$ cat src/rtl/pc_fetch_ctrl.sv
// -----------------------------------------------------------------------------
// pc_fetch_ctrl
//
// Program-counter sequencer for the IF stage of the pipelined RV32 core.
// It keeps at most one instruction-memory request in flight and advances the
// PC by 4 on every accepted fetch. A one-entry hold buffer covers hazard-unit
// stalls. Branch/jump redirects from EX are accepted at any time after boot,
// including while a request is still outstanding: the stale request is then
// drained and its data discarded.
//
// Optional build macro: PC_MISALIGN_TRAP_EN
//   defined   : a redirect whose target has bits[1:0] != 0 goes to TRAP_VEC,
//               and misalign_o pulses for one cycle (registered).
//   undefined : target bits[1:0] are silently cleared; misalign_o is 0.
//
// Ports
//   clk            in   system clock, rising edge
//   rst            in   asynchronous reset, active low
//   stall_i        in   hazard-unit hold; IF/ID must not accept an instruction
//   redirect_i     in   taken branch/jump from EX (one-cycle pulse)
//   redirect_pc_i  in   redirect target
//   imem_req_o     out  fetch request valid
//   imem_addr_o    out  fetch address, stable while the request waits
//   imem_ready_i   in   request accepted, imem_rdata_i valid this cycle
//   imem_rdata_i   in   fetched instruction
//   if_valid_o     out  if_instr_o / if_pc_o valid for IF/ID this cycle
//   if_instr_o     out  instruction to IF/ID
//   if_pc_o        out  address of if_instr_o
//   pc_o           out  next PC to be fetched
//   misalign_o     out  misaligned-redirect pulse
// -----------------------------------------------------------------------------
module pc_fetch_ctrl #(
    parameter logic [31:0] RESET_VEC = 32'h0000_0000,
    parameter logic [31:0] TRAP_VEC  = 32'h0000_0100
) (
    input  logic        clk,
    input  logic        rst,
    input  logic        stall_i,
    input  logic        redirect_i,
    input  logic [31:0] redirect_pc_i,
    output logic        imem_req_o,
    output logic [31:0] imem_addr_o,
    input  logic        imem_ready_i,
    input  logic [31:0] imem_rdata_i,
    output logic        if_valid_o,
    output logic [31:0] if_instr_o,
    output logic [31:0] if_pc_o,
    output logic [31:0] pc_o,
    output logic        misalign_o
);

    typedef enum logic [1:0] {
        ST_BOOT  = 2'd0,
        ST_FETCH = 2'd1,
        ST_HOLD  = 2'd2,
        ST_DRAIN = 2'd3
    } state_t;

`ifdef PC_MISALIGN_TRAP_EN
    localparam bit TrapEn = 1'b1;
`else
    localparam bit TrapEn = 1'b0;
`endif

    state_t      state_q, state_d;
    logic [31:0] pc_q, pc_d;
    logic [31:0] req_addr_q, req_addr_d;
    logic [31:0] hold_instr_q, hold_instr_d;
    logic [31:0] hold_pc_q, hold_pc_d;
    logic        misalign_q, misalign_d;

    logic        redirect_bad;
    logic [31:0] redirect_tgt;
    logic [31:0] pc_inc;

    // A misaligned target only traps when the feature is built in; otherwise
    // the low two bits are simply dropped so the PC stays word aligned.
    assign redirect_bad = TrapEn && (redirect_pc_i[1:0] != 2'b00);
    assign redirect_tgt = redirect_bad ? TRAP_VEC : {redirect_pc_i[31:2], 2'b00};

    // Natural 32-bit wrap: 0xFFFF_FFFC + 4 = 0x0000_0000.
    assign pc_inc = pc_q + 32'd4;

    // -------------------------------------------------------------------------
    // Next-state and output logic
    // -------------------------------------------------------------------------
    always_comb begin
        state_d      = state_q;
        pc_d         = pc_q;
        req_addr_d   = req_addr_q;
        hold_instr_d = hold_instr_q;
        hold_pc_d    = hold_pc_q;
        misalign_d   = 1'b0;

        imem_req_o   = 1'b0;
        imem_addr_o  = 32'h0000_0000;
        if_valid_o   = 1'b0;
        if_instr_o   = 32'h0000_0000;
        if_pc_o      = 32'h0000_0000;

        unique case (state_q)
            ST_BOOT: begin
                // One idle cycle after reset release before the first request.
                state_d = ST_FETCH;
            end

            ST_FETCH: begin
                imem_req_o  = 1'b1;
                imem_addr_o = pc_q;
                // Remember the address in flight so a redirect can drain it.
                req_addr_d  = pc_q;

                if (redirect_i) begin
                    pc_d       = redirect_tgt;
                    misalign_d = redirect_bad;
                    // Accepted this cycle: response is simply dropped.
                    // Not accepted: the memory still owes us a beat.
                    if (!imem_ready_i) begin
                        state_d = ST_DRAIN;
                    end
                end else if (imem_ready_i) begin
                    pc_d = pc_inc;
                    if (stall_i) begin
                        hold_instr_d = imem_rdata_i;
                        hold_pc_d    = pc_q;
                        state_d      = ST_HOLD;
                    end else begin
                        if_valid_o = 1'b1;
                        if_instr_o = imem_rdata_i;
                        if_pc_o    = pc_q;
                    end
                end
            end

            ST_HOLD: begin
                if (redirect_i) begin
                    pc_d         = redirect_tgt;
                    misalign_d   = redirect_bad;
                    hold_instr_d = 32'h0000_0000;
                    hold_pc_d    = 32'h0000_0000;
                    state_d      = ST_FETCH;
                end else if (!stall_i) begin
                    if_valid_o   = 1'b1;
                    if_instr_o   = hold_instr_q;
                    if_pc_o      = hold_pc_q;
                    hold_instr_d = 32'h0000_0000;
                    hold_pc_d    = 32'h0000_0000;
                    state_d      = ST_FETCH;
                end
            end

            ST_DRAIN: begin
                // Keep presenting the stale address until the memory accepts
                // it; the returned data belongs to the abandoned path.
                imem_req_o  = 1'b1;
                imem_addr_o = req_addr_q;
                if (redirect_i) begin
                    pc_d       = redirect_tgt;
                    misalign_d = redirect_bad;
                end
                if (imem_ready_i) begin
                    state_d = ST_FETCH;
                end
            end

            default: begin
                state_d = ST_BOOT;
            end
        endcase
    end

    // -------------------------------------------------------------------------
    // State registers
    // -------------------------------------------------------------------------
    always_ff @(posedge clk or negedge rst) begin
        if (!rst) begin
            state_q      <= ST_BOOT;
            pc_q         <= RESET_VEC;
            req_addr_q   <= 32'h0000_0000;
            hold_instr_q <= 32'h0000_0000;
            hold_pc_q    <= 32'h0000_0000;
            misalign_q   <= 1'b0;
        end else begin
            state_q      <= state_d;
            pc_q         <= pc_d;
            req_addr_q   <= req_addr_d;
            hold_instr_q <= hold_instr_d;
            hold_pc_q    <= hold_pc_d;
            misalign_q   <= misalign_d;
        end
    end

    assign pc_o       = pc_q;
    assign misalign_o = misalign_q;

endmodule

$ cat config.mk
export PLATFORM = sky130hd
export DESIGN_NAME = pc_fetch_ctrl
export DESIGN_NICKNAME = d
export VERILOG_FILES = /design/src/rtl/pc_fetch_ctrl.sv
export SDC_FILE = /design/constraint.sdc
export NUM_CORES = 1
export LEC_CHECK = 0
export ABC_AREA = 1
export CAP_MARGIN = 20
export CORE_MARGIN = 10
export CORE_UTILIZATION = 50
export CTS_CLUSTER_DIAMETER = 30
export DETAILED_ROUTE_END_ITERATION = 7
export GPL_TIMING_DRIVEN = 0
export PLACE_DENSITY = 0.8
export SLEW_MARGIN = 20
export SYNTH_ARGS = -nofsm -noshare
export SYNTH_HDL_FRONTEND = slang
export SYNTH_SLANG_ARGS = --single-unit
$ cat constraint.sdc
create_clock -name clk -period 2.7 [get_ports clk]
set_clock_uncertainty 0.15 [all_clocks]
set_input_delay 0.54 -clock clk [delete_from_list [all_inputs] [get_ports clk]]
set_output_delay 0.54 -clock clk [all_outputs]
set_load 0.005 [all_outputs]
Yosys cells after proc, flatten, opt, wreduce, memory -nomap -nowiden --
Index checks and enable logic that the tools add are counted. Widths: inputs -> output; s select.
Word-level totals: register bits after elaboration 130, logic and storage cells 67, input bits 69
Cells by class: equality and inequality tests 12, multiplexer cells 41, $add $sub $neg 1, reduce and logical (&&, ||, !) cells 8
Operators with widths (number):
- $mux 32 | 21
- $pmux 32 s2 | 6
- $add 32x3->32 const B | 1
- $mux 2 | 7
- $ne 3x3->1 const B | 4
- $reduce_and 5->1 | 2
- $ne 2x2->1 const B | 4
- $pmux 2 s4 | 1
- $mux 1 | 5
- $eq 2x2->1 const B | 2
- $reduce_bool 2->1 | 2
- $reduce_or 2->1 | 2
- $reduce_and 3->1 | 1
- $eq 2x1->1 const B | 1
- $logic_not 2->1 | 1
- $ne 2x1->1 const B | 1
- $pmux 1 s2 | 1

Depth between registers and ports, before layout --
Gate-level depths: netlist of run 1.
depth in word-level cells 4, mapped depth 12, mapped depth without buffers 11

Worst setup path after synthesis of run 1 --
No wires, ideal clock.
kind flip-flop to output port, start register state_q[0], end output port if_pc_o[1], data arrival time 1.556 ns, slack 0.454 ns, required time 2.010 ns, stages on the path, launching flop included 8, path through dfrtp_1 > inv_1 > ha_1 > inv_2 > nand3_1 > clkbuf_1 > nor2_1 > buf_4
On the way: word-level cells in the longest chain between the ends 2, elaborated cells between the ends (all ways) 3
Ends and longest elaborated chain:
- start, declared | RTL line 65 | state_t state_q, state_d;
- start signal, assigned | RTL line 184 | state_q <= state_d;
- $eq 2x2->1 / $eq 2x1->1 (equally long branches) | RTL line 101 | unique case (state_q)
- $pmux 32 s2 (*) | RTL line 101
- end, declared | RTL line 47 | output logic [31:0] if_pc_o,
Mark *: on every way between the ends. The rest lies on a longest branch, timed or not.

Final worst setup path of run 1 --
start register state_q[1], end output port if_pc_o[5]
Same word-level chain as after synthesis.

==> results of run 1 <==
## placed cells by master, fill, tap and decap left out, types with 5 or more instances in the layout
cell type,count
clkdlybuf4s50_1,99
buf_8,13
conb_1,5
o21ai_2,56
clkinv_2,5
a21oi_1,8
buf_6,15
dfrtp_1,123
nand3_1,82
buf_2,82
nor2_1,90
o21ai_1,21
clkbuf_8,9
nand2_1,178
buf_4,29
inv_2,6
dlygate4sd2_1,26
clkbuf_1,9
o22ai_1,7
o32ai_4,24
o21ai_0,102
clkbuf_16,22
nand3_2,50
inv_1,136
## where the power goes
| part | total [mW] | switching (mW) | internal, mW |
|---|---|---|---|
| clock network | 2.33 | 0.889 | 1.45 |
| logic | 7.54 | 4.59 | 2.95 |
| registers | 3.64 | 0.894 | 2.74 |
| total | 13.5 | 6.37 | 7.14 |
## metal layers
layer  vias up  global-route usage [%]  wire length [um]
met2       629                    47.2             15000
met5         -                       0                 0
met3       138                    7.93              3790
met4         0                    14.5              1610
met1      4066                    36.1             11800
li1       3765                       -                 -
## cell families after synthesis
kind of cell	Yosys count	share of synthesized area, %
flip-flops	125	41.2
other	1	0.0494
XOR/XNOR	4	0.461
AO/OA/AOI/OAI	230	19.4
buffers and inverters	211	12.0
adder cells (fa/ha/maj)	4	0.659
AND/OR/NAND/NOR	413	26.2
## stage by stage
stage | area, um^2 | hold WS [ns] | instances
3_5_place_dp | 9790 | 0.332 | 1369
6_report | 11400 | 0.371 | 1441
3_3_place_gp | 9760 | 0.321 | 1368
2_1_floorplan | 7610 | 0.0944 | 992
4_1_cts | 11000 | 0.373 | 1428
5_1_grt | 11400 | 0.383 | 1441
## flip-flops by register name, indices dropped and copies added, names as in the netlist
register,flops
hold_pc_q,31
req_addr_q,30
pc_o,30
hold_instr_q,32
state_q,2
## worst min path at each step
stage                     slack (ns)               end
after global placement          0.32      hold_pc_q[1]
final                           0.37  hold_instr_q[18]
after detailed placement        0.33      hold_pc_q[1]
after CTS                       0.37    req_addr_q[19]
after global routing            0.38  hold_instr_q[19]
after floorplan                 0.09   hold_instr_q[0]
## critical path: stages (launching register included)
cell and delay (ns):
dfrtp_2 0.43, inv_2 0.07, ha_4 0.12, buf_8 0.12, nand2_4 0.06, clkinv_4 0.07, nand2_8 0.07, buf_12 0.17
buf_16 0.15, o32ai_4 0.29, buf_2 0.17
## cell type report
cell class,instances,area [um^2]
plain buffers,65,614
clock buffers,21,480
clock inverters,11,115
fillers,1022,3330
inverters,145,567
multi-input cells,657,4190
flip-flops and latches,125,3130
well taps,184,230
repair buffers,233,2050
## what timing repair did
item,CTS,global route
setup endpoints to repair,96,72
hold buffers,1,0
pin swaps,2,3
cloned,6,3
endpoints found under the hold margin,54,0
buffers inserted,21,12
gates resized for setup,452,59
==> flow_metrics.py, run 1 <==
metrics = {
    "grt": {
        "grt_usage_pct": 29.5,
        "antenna_found_initial": 0,
        "grt_pass1_vias": 8421,
        "grt.overflow.total": 0,
        "grt_max_degree": 72,
        "grt_pass1_wl_mm": 47.0,
    },
    "min_path": {
        "min_path_type": "register to register",
        "min_delay_path_depth": 2,
        "hp-start": "hold_instr_q[18]",
    },
    "placed_design": {
        "pre_cts_ws_ns": -0.992,
        "gp_congestion": 0.957,
        "hpwl_mm": 20.7,
        "port_buffers": 192,
    },
    "synth": {
        "ys_top_cells_by_area": "dfrtp_1, nand2_1, o21ai_0",
        "yosys-top-cells-count": "nand2_1, inv_1, o21ai_0",
        "synth_seq_cells": 125,
        "synthArstFlopShare_pct": 100,
        "synth_cell_types": 32,
        "yosysTopAreaCell": "dfrtp_1",
        "ys.warnings.count": 0,
        "syn_area_um2": 7590,
        "synth-edff-count": 0,
        "synth.top_cell.area_share_pct": 41.2,
        "ys_seq_area_share_pct": 41.2,
        "syn_avg_cell_area_um2": 7.69,
        "synth_cells": 988,
        "ys.flop_type": "dfrtp_1",
        "synth.most_common_cell": "nand2_1",
    },
    "timing": {
        "relSlewSlack_pct": 55.2,
        "max_freq_ghz": 0.348,
        "fin_setup_tns_ns": -4.44,
        "fin_crit_ns": 2.87,
        "post-route-period-util_pct": 106,
        "setup_slack_ns": -0.172,
        "final-hold-violation-count": 0,
        "setup_viol": 46,
        "tightest_slew_ns": 0.673,
        "drv_slew": 0,
        "grt_setup_unrepaired": "yes",
    },
    "floorplan": {
        "rows": 44,
        "chipHeight_um": 143,
        "die-area_um2": 20500,
        "die_x_um": 143,
        "ios": 200,
        "core_um2": 14700,
        "initial_core_util_pct": 51.7,
    },
    "clock_tree": {
        "clockBufferDepth": 2,
        "cts_buffers": 17,
        "clk_latency_ns": 0.44,
        "htree_num_levels": 4,
        "tritoncts": "built",
        "cts_num_sinks": 125,
        "cts_root_buf": "clkbuf_16",
        "cts.clk_slew.worst_paths_ns": 0.06,
    },
    "detailed_routing": {
        "avgRoutedWirePerCell_um": 22.3,
        "ant_nets": 0,
        "viasPerCell": 5.97,
        "routed_wl_mm": 32.1,
        "first_pass_iters": 8,
        "drc_errors": 0,
        "drt_iter0_drc": 1252,
        "via_count": 8598,
    },
    "worst_setup_path": {
        "worstReg2RegStart": "state_q[1]",
        "path_max_fanout": 8,
        "startpoint": "state_q[1]",
        "start_kind": "register",
        "setup.worst_path.end": "if_pc_o[5]",
        "worst-r2r-cell-count": 8,
        "cp.arrival_ns": 2.18,
        "crit_required_ns": 2.01,
        "cp-end-kind": "primary output",
        "crit_type": "register to primary output",
        "reg2reg_slack_ns": 0.25,
        "r2r-end": "pc_o[14]",
    },
    "power_and_ir_drop": {
        "peakVddDrop_v": 0.000703,
        "power_density_nw_per_um2": 1190,
        "p_leak_nw": 5.12,
        "power.total_mw": 13.5,
    },
    "final_layout": {
        "diodes": 0,
        "fin_util_pct": 77.4,
        "final_nets": 1317,
        "areaGrowthSynthToFinish_pct": 49.8,
        "post_route_cells_drive_above_1_share_pct": 28.1,
    },
    "job": {
        "drv_cap": 0,
    },
    "run_status": {
        "violations": "negative setup slack",
        "status": "finished, violations left",
    },
}
Power figures use the tool's default switching activity.
==> run 2: changes to the inputs <==
Settings changed: CTS_CLUSTER_DIAMETER 30 to not set, SETUP_SLACK_MARGIN set to 0.2.
==> run 2 against run 1 <==
The flow finishes with violations (design-rule violations, negative setup slack); clock-buffer cell count is the same; cell count is 0.83% higher; combinational power up 2%; cell area rose by 0.56%; non-clock buffer count is 12 higher; sequential share of layout area decreased by 0.16 points; worst setup slack lost 0.017 ns; wire length rose by 2.3%; die area unchanged; core utilization rose by 0.43 points; clock power barely moved; largest power group unchanged.
==> flow_metrics.py, run 2 (synthesis results as in run 1) <==
metrics = {
    "worst_setup_path": {
        "worstReg2RegStart": "pc_o[3]",
        "path_cells": "buf_6, ha_4, inv_6, nand3_4, clkbuf_16, buf_12, o32ai_4, buf_2",
        "reg2reg_slack_ns": 0.19,
        "critPathMaxStageDelay_ns": 0.43,
        "cp.arrival_ns": 2.20,
        "path_max_fanout": 8,
        "worst-r2r-cell-count": 10,
        "crit_path_top_delay_cell": "dfrtp_2",
        "crit_required_ns": 2.01,
        "cp-end-kind": "primary output",
        "r2r-end": "pc_o[14]",
        "crit_type": "register to primary output",
        "startpoint": "state_q[1]",
        "start_kind": "register",
    },
    "clock_tree": {
        "cts_root_buf": "clkbuf_16",
        "clk_latency_ns": 0.43,
        "cts.clk_slew.worst_paths_ns": 0.06,
        "clockBufferDepth": 2,
        "tritoncts": "built",
        "htree_num_levels": 4,
        "cts_num_sinks": 125,
        "cts_buffers": 17,
    },
    "min_path": {
        "min_delay_path_depth": 2,
        "hp-start": "req_addr_q[6]",
        "min_path_type": "register to register",
        "min_to": "req_addr_q[6]",
    },
    "final_layout": {
        "multi_input_area_um2": 4130,
        "final_common_cell": "nand2_1",
        "largest_reg_flops": 32,
        "regMostFlops": "hold_instr_q",
        "seq_area_um2": 3130,
        "final_nets": 1329,
        "mostFrequentLayoutCells": "nand2_1, inv_1, dfrtp_1",
        "post_route_cells_drive_above_1_share_pct": 31.4,
        "nFillCells": 1002,
        "top_regs": "hold_instr_q x32, hold_pc_q x31",
        "diodes": 0,
        "final_cells": 1453,
        "areaGrowthSynthToFinish_pct": 50.6,
        "fin_util_pct": 77.8,
    },
    "power_and_ir_drop": {
        "intPower_mw": 7.27,
        "power.total_mw": 13.7,
        "power_density_nw_per_um2": 1200,
        "p_clk_share_pct": 17.1,
        "switchingPower_mw": 6.40,
        "netSwitchingFraction_pct": 46.8,
        "combPwrFrac_pct": 56.3,
        "pwr-share-seq_pct": 26.6,
        "peakVddDrop_v": 0.000650,
        "p_leak_nw": 5.16,
    },
    "timing": {
        "final-hold-violation-count": 0,
        "tightest_slew_ns": 0.700,
        "grt_setup_unrepaired": "yes",
        "setup_viol": 60,
        "setup_slack_ns": -0.189,
        "fin_crit_ns": 2.89,
        "max_freq_ghz": 0.346,
        "drv_slew": 0,
        "relSlewSlack_pct": 53.3,
        "post-route-period-util_pct": 107,
    },
    "grt": {
        "grt_usage_pct": 30.0,
        "grt_pass1_vias": 8438,
        "grt_max_degree": 72,
        "grt_pass1_wl_mm": 47.7,
        "grt.overflow.total": 0,
        "antenna_found_initial": 0,
    },
    "detailed_routing": {
        "avgRoutedWirePerCell_um": 22.6,
        "drc_errors": 8,
        "first_pass_iters": 8,
        "via_count": 8821,
        "viasPerCell": 6.07,
        "routed_wl_mm": 32.9,
        "drt_iter0_drc": 1235,
        "ant_nets": 0,
    },
    "placed_design": {
        "hpwl_mm": 20.7,
        "pre_cts_ws_ns": -0.992,
        "gp_congestion": 0.957,
        "place_inst": 1369,
        "port_buffers": 192,
    },
    "run_status": {
        "status": "finished, violations left",
        "violations": "design-rule violations, negative setup slack",
    },
    "floorplan": {
        "rows": 44,
        "core_um2": 14700,
        "die-area_um2": 20500,
        "chipHeight_um": 143,
        "ios": 200,
        "initial_core_util_pct": 51.7,
        "die_x_um": 143,
    },
    "job": {
        "drv_cap": 0,
    },
}
## run 2: cell count changes in the layout (fill, tap and decap cells not counted), moves of 4 or more
| cell | before | now |
|---|---|---|
| o32ai_4 | 24 | 15 |
| o21ai_2 | 56 | 69 |
| buf_2 | 82 | 86 |
| o32ai_2 | 4 | 13 |
| buf_6 | 15 | 21 |
| o21ai_0 | 102 | 91 |
| clkdlybuf4s15_2 | 0 | 11 |
| dlygate4sd2_1 | 26 | 9 |
| buf_4 | 29 | 37 |
| clkbuf_2 | 2 | 6 |
## run 2: power by group through the flow
stage / Clock (mW) / Combinational, mW / Sequential [mW]
finish: 2.33 / 7.70 / 3.64
global route: 2.42 / 8.24 / 3.69
CTS: 2.32 / 7.10 / 3.54
detailed placement: 0 / 6.11 / 3.57
global placement: 0 / 5.98 / 3.55
floorplan: 0 / 3.56 / 3.27
## run 2: worst max path at each step
stage	endpoint	slack [ns]	cells after the start
finish	if_pc_o[9]	-0.19	8
global route	imem_addr_o[30]	-0.26	5
CTS	if_pc_o[9]	-0.14	8
detailed placement	if_pc_o[16]	-0.99	7
global placement	req_addr_q[27]	-4.00	1
floorplan	if_pc_o[1]	0.45	7
## run 2: worst max-delay path, delay by kind of cell, from the launching register on
family,cells,cell delay (ns)
AO/OA/AOI/OAI,1,0.16
flip-flops,1,0.43
AND/OR/NAND/NOR,1,0.15
buffers and inverters,5,0.76
adder cells (fa/ha/maj),1,0.26
## run 2: layout make-up
cell class                 instances  area share [%]
tap                              184            2.01
multi-input combinational        657            36.1
timing repair buffer             244            18.8
inverter                         145            4.96
clock inverter                    11            1.01
sequential                       125            27.4
buffer                            66            5.59
clock buffer                      21            4.20
## run 2: per-stage QoR
stage	hold WS (ns)	TNS (ns)	instance area [um^2]
2_1_floorplan	0.0944	0	7610
3_3_place_gp	0.321	-553.87	9760
3_5_place_dp	0.332	-54.44	9790
4_1_cts	0.373	-3.86	11200
5_1_grt	0.386	-10.24	11400
6_report	0.370	-5.64	11400
## run 2: layer usage
metal  vias up  share of wire (%)  global-route usage, %
met5         -                  0                      0
met4         0                5.9                   17.3
met3       184                 12                   8.03
met2       731                 46                   47.0
met1      4117                 36                   36.6
li1       3789                  -                      -
## run 2: what timing repair did
action | CTS | global route
endpoints found under the hold margin | 54 | 0
setup endpoints to repair | 96 | 106
resized for setup | 523 | 63
gates cloned | 6 | 2
hold buffers | 1 | 0
buffers inserted | 25 | 18
pin swaps | 2 | 4
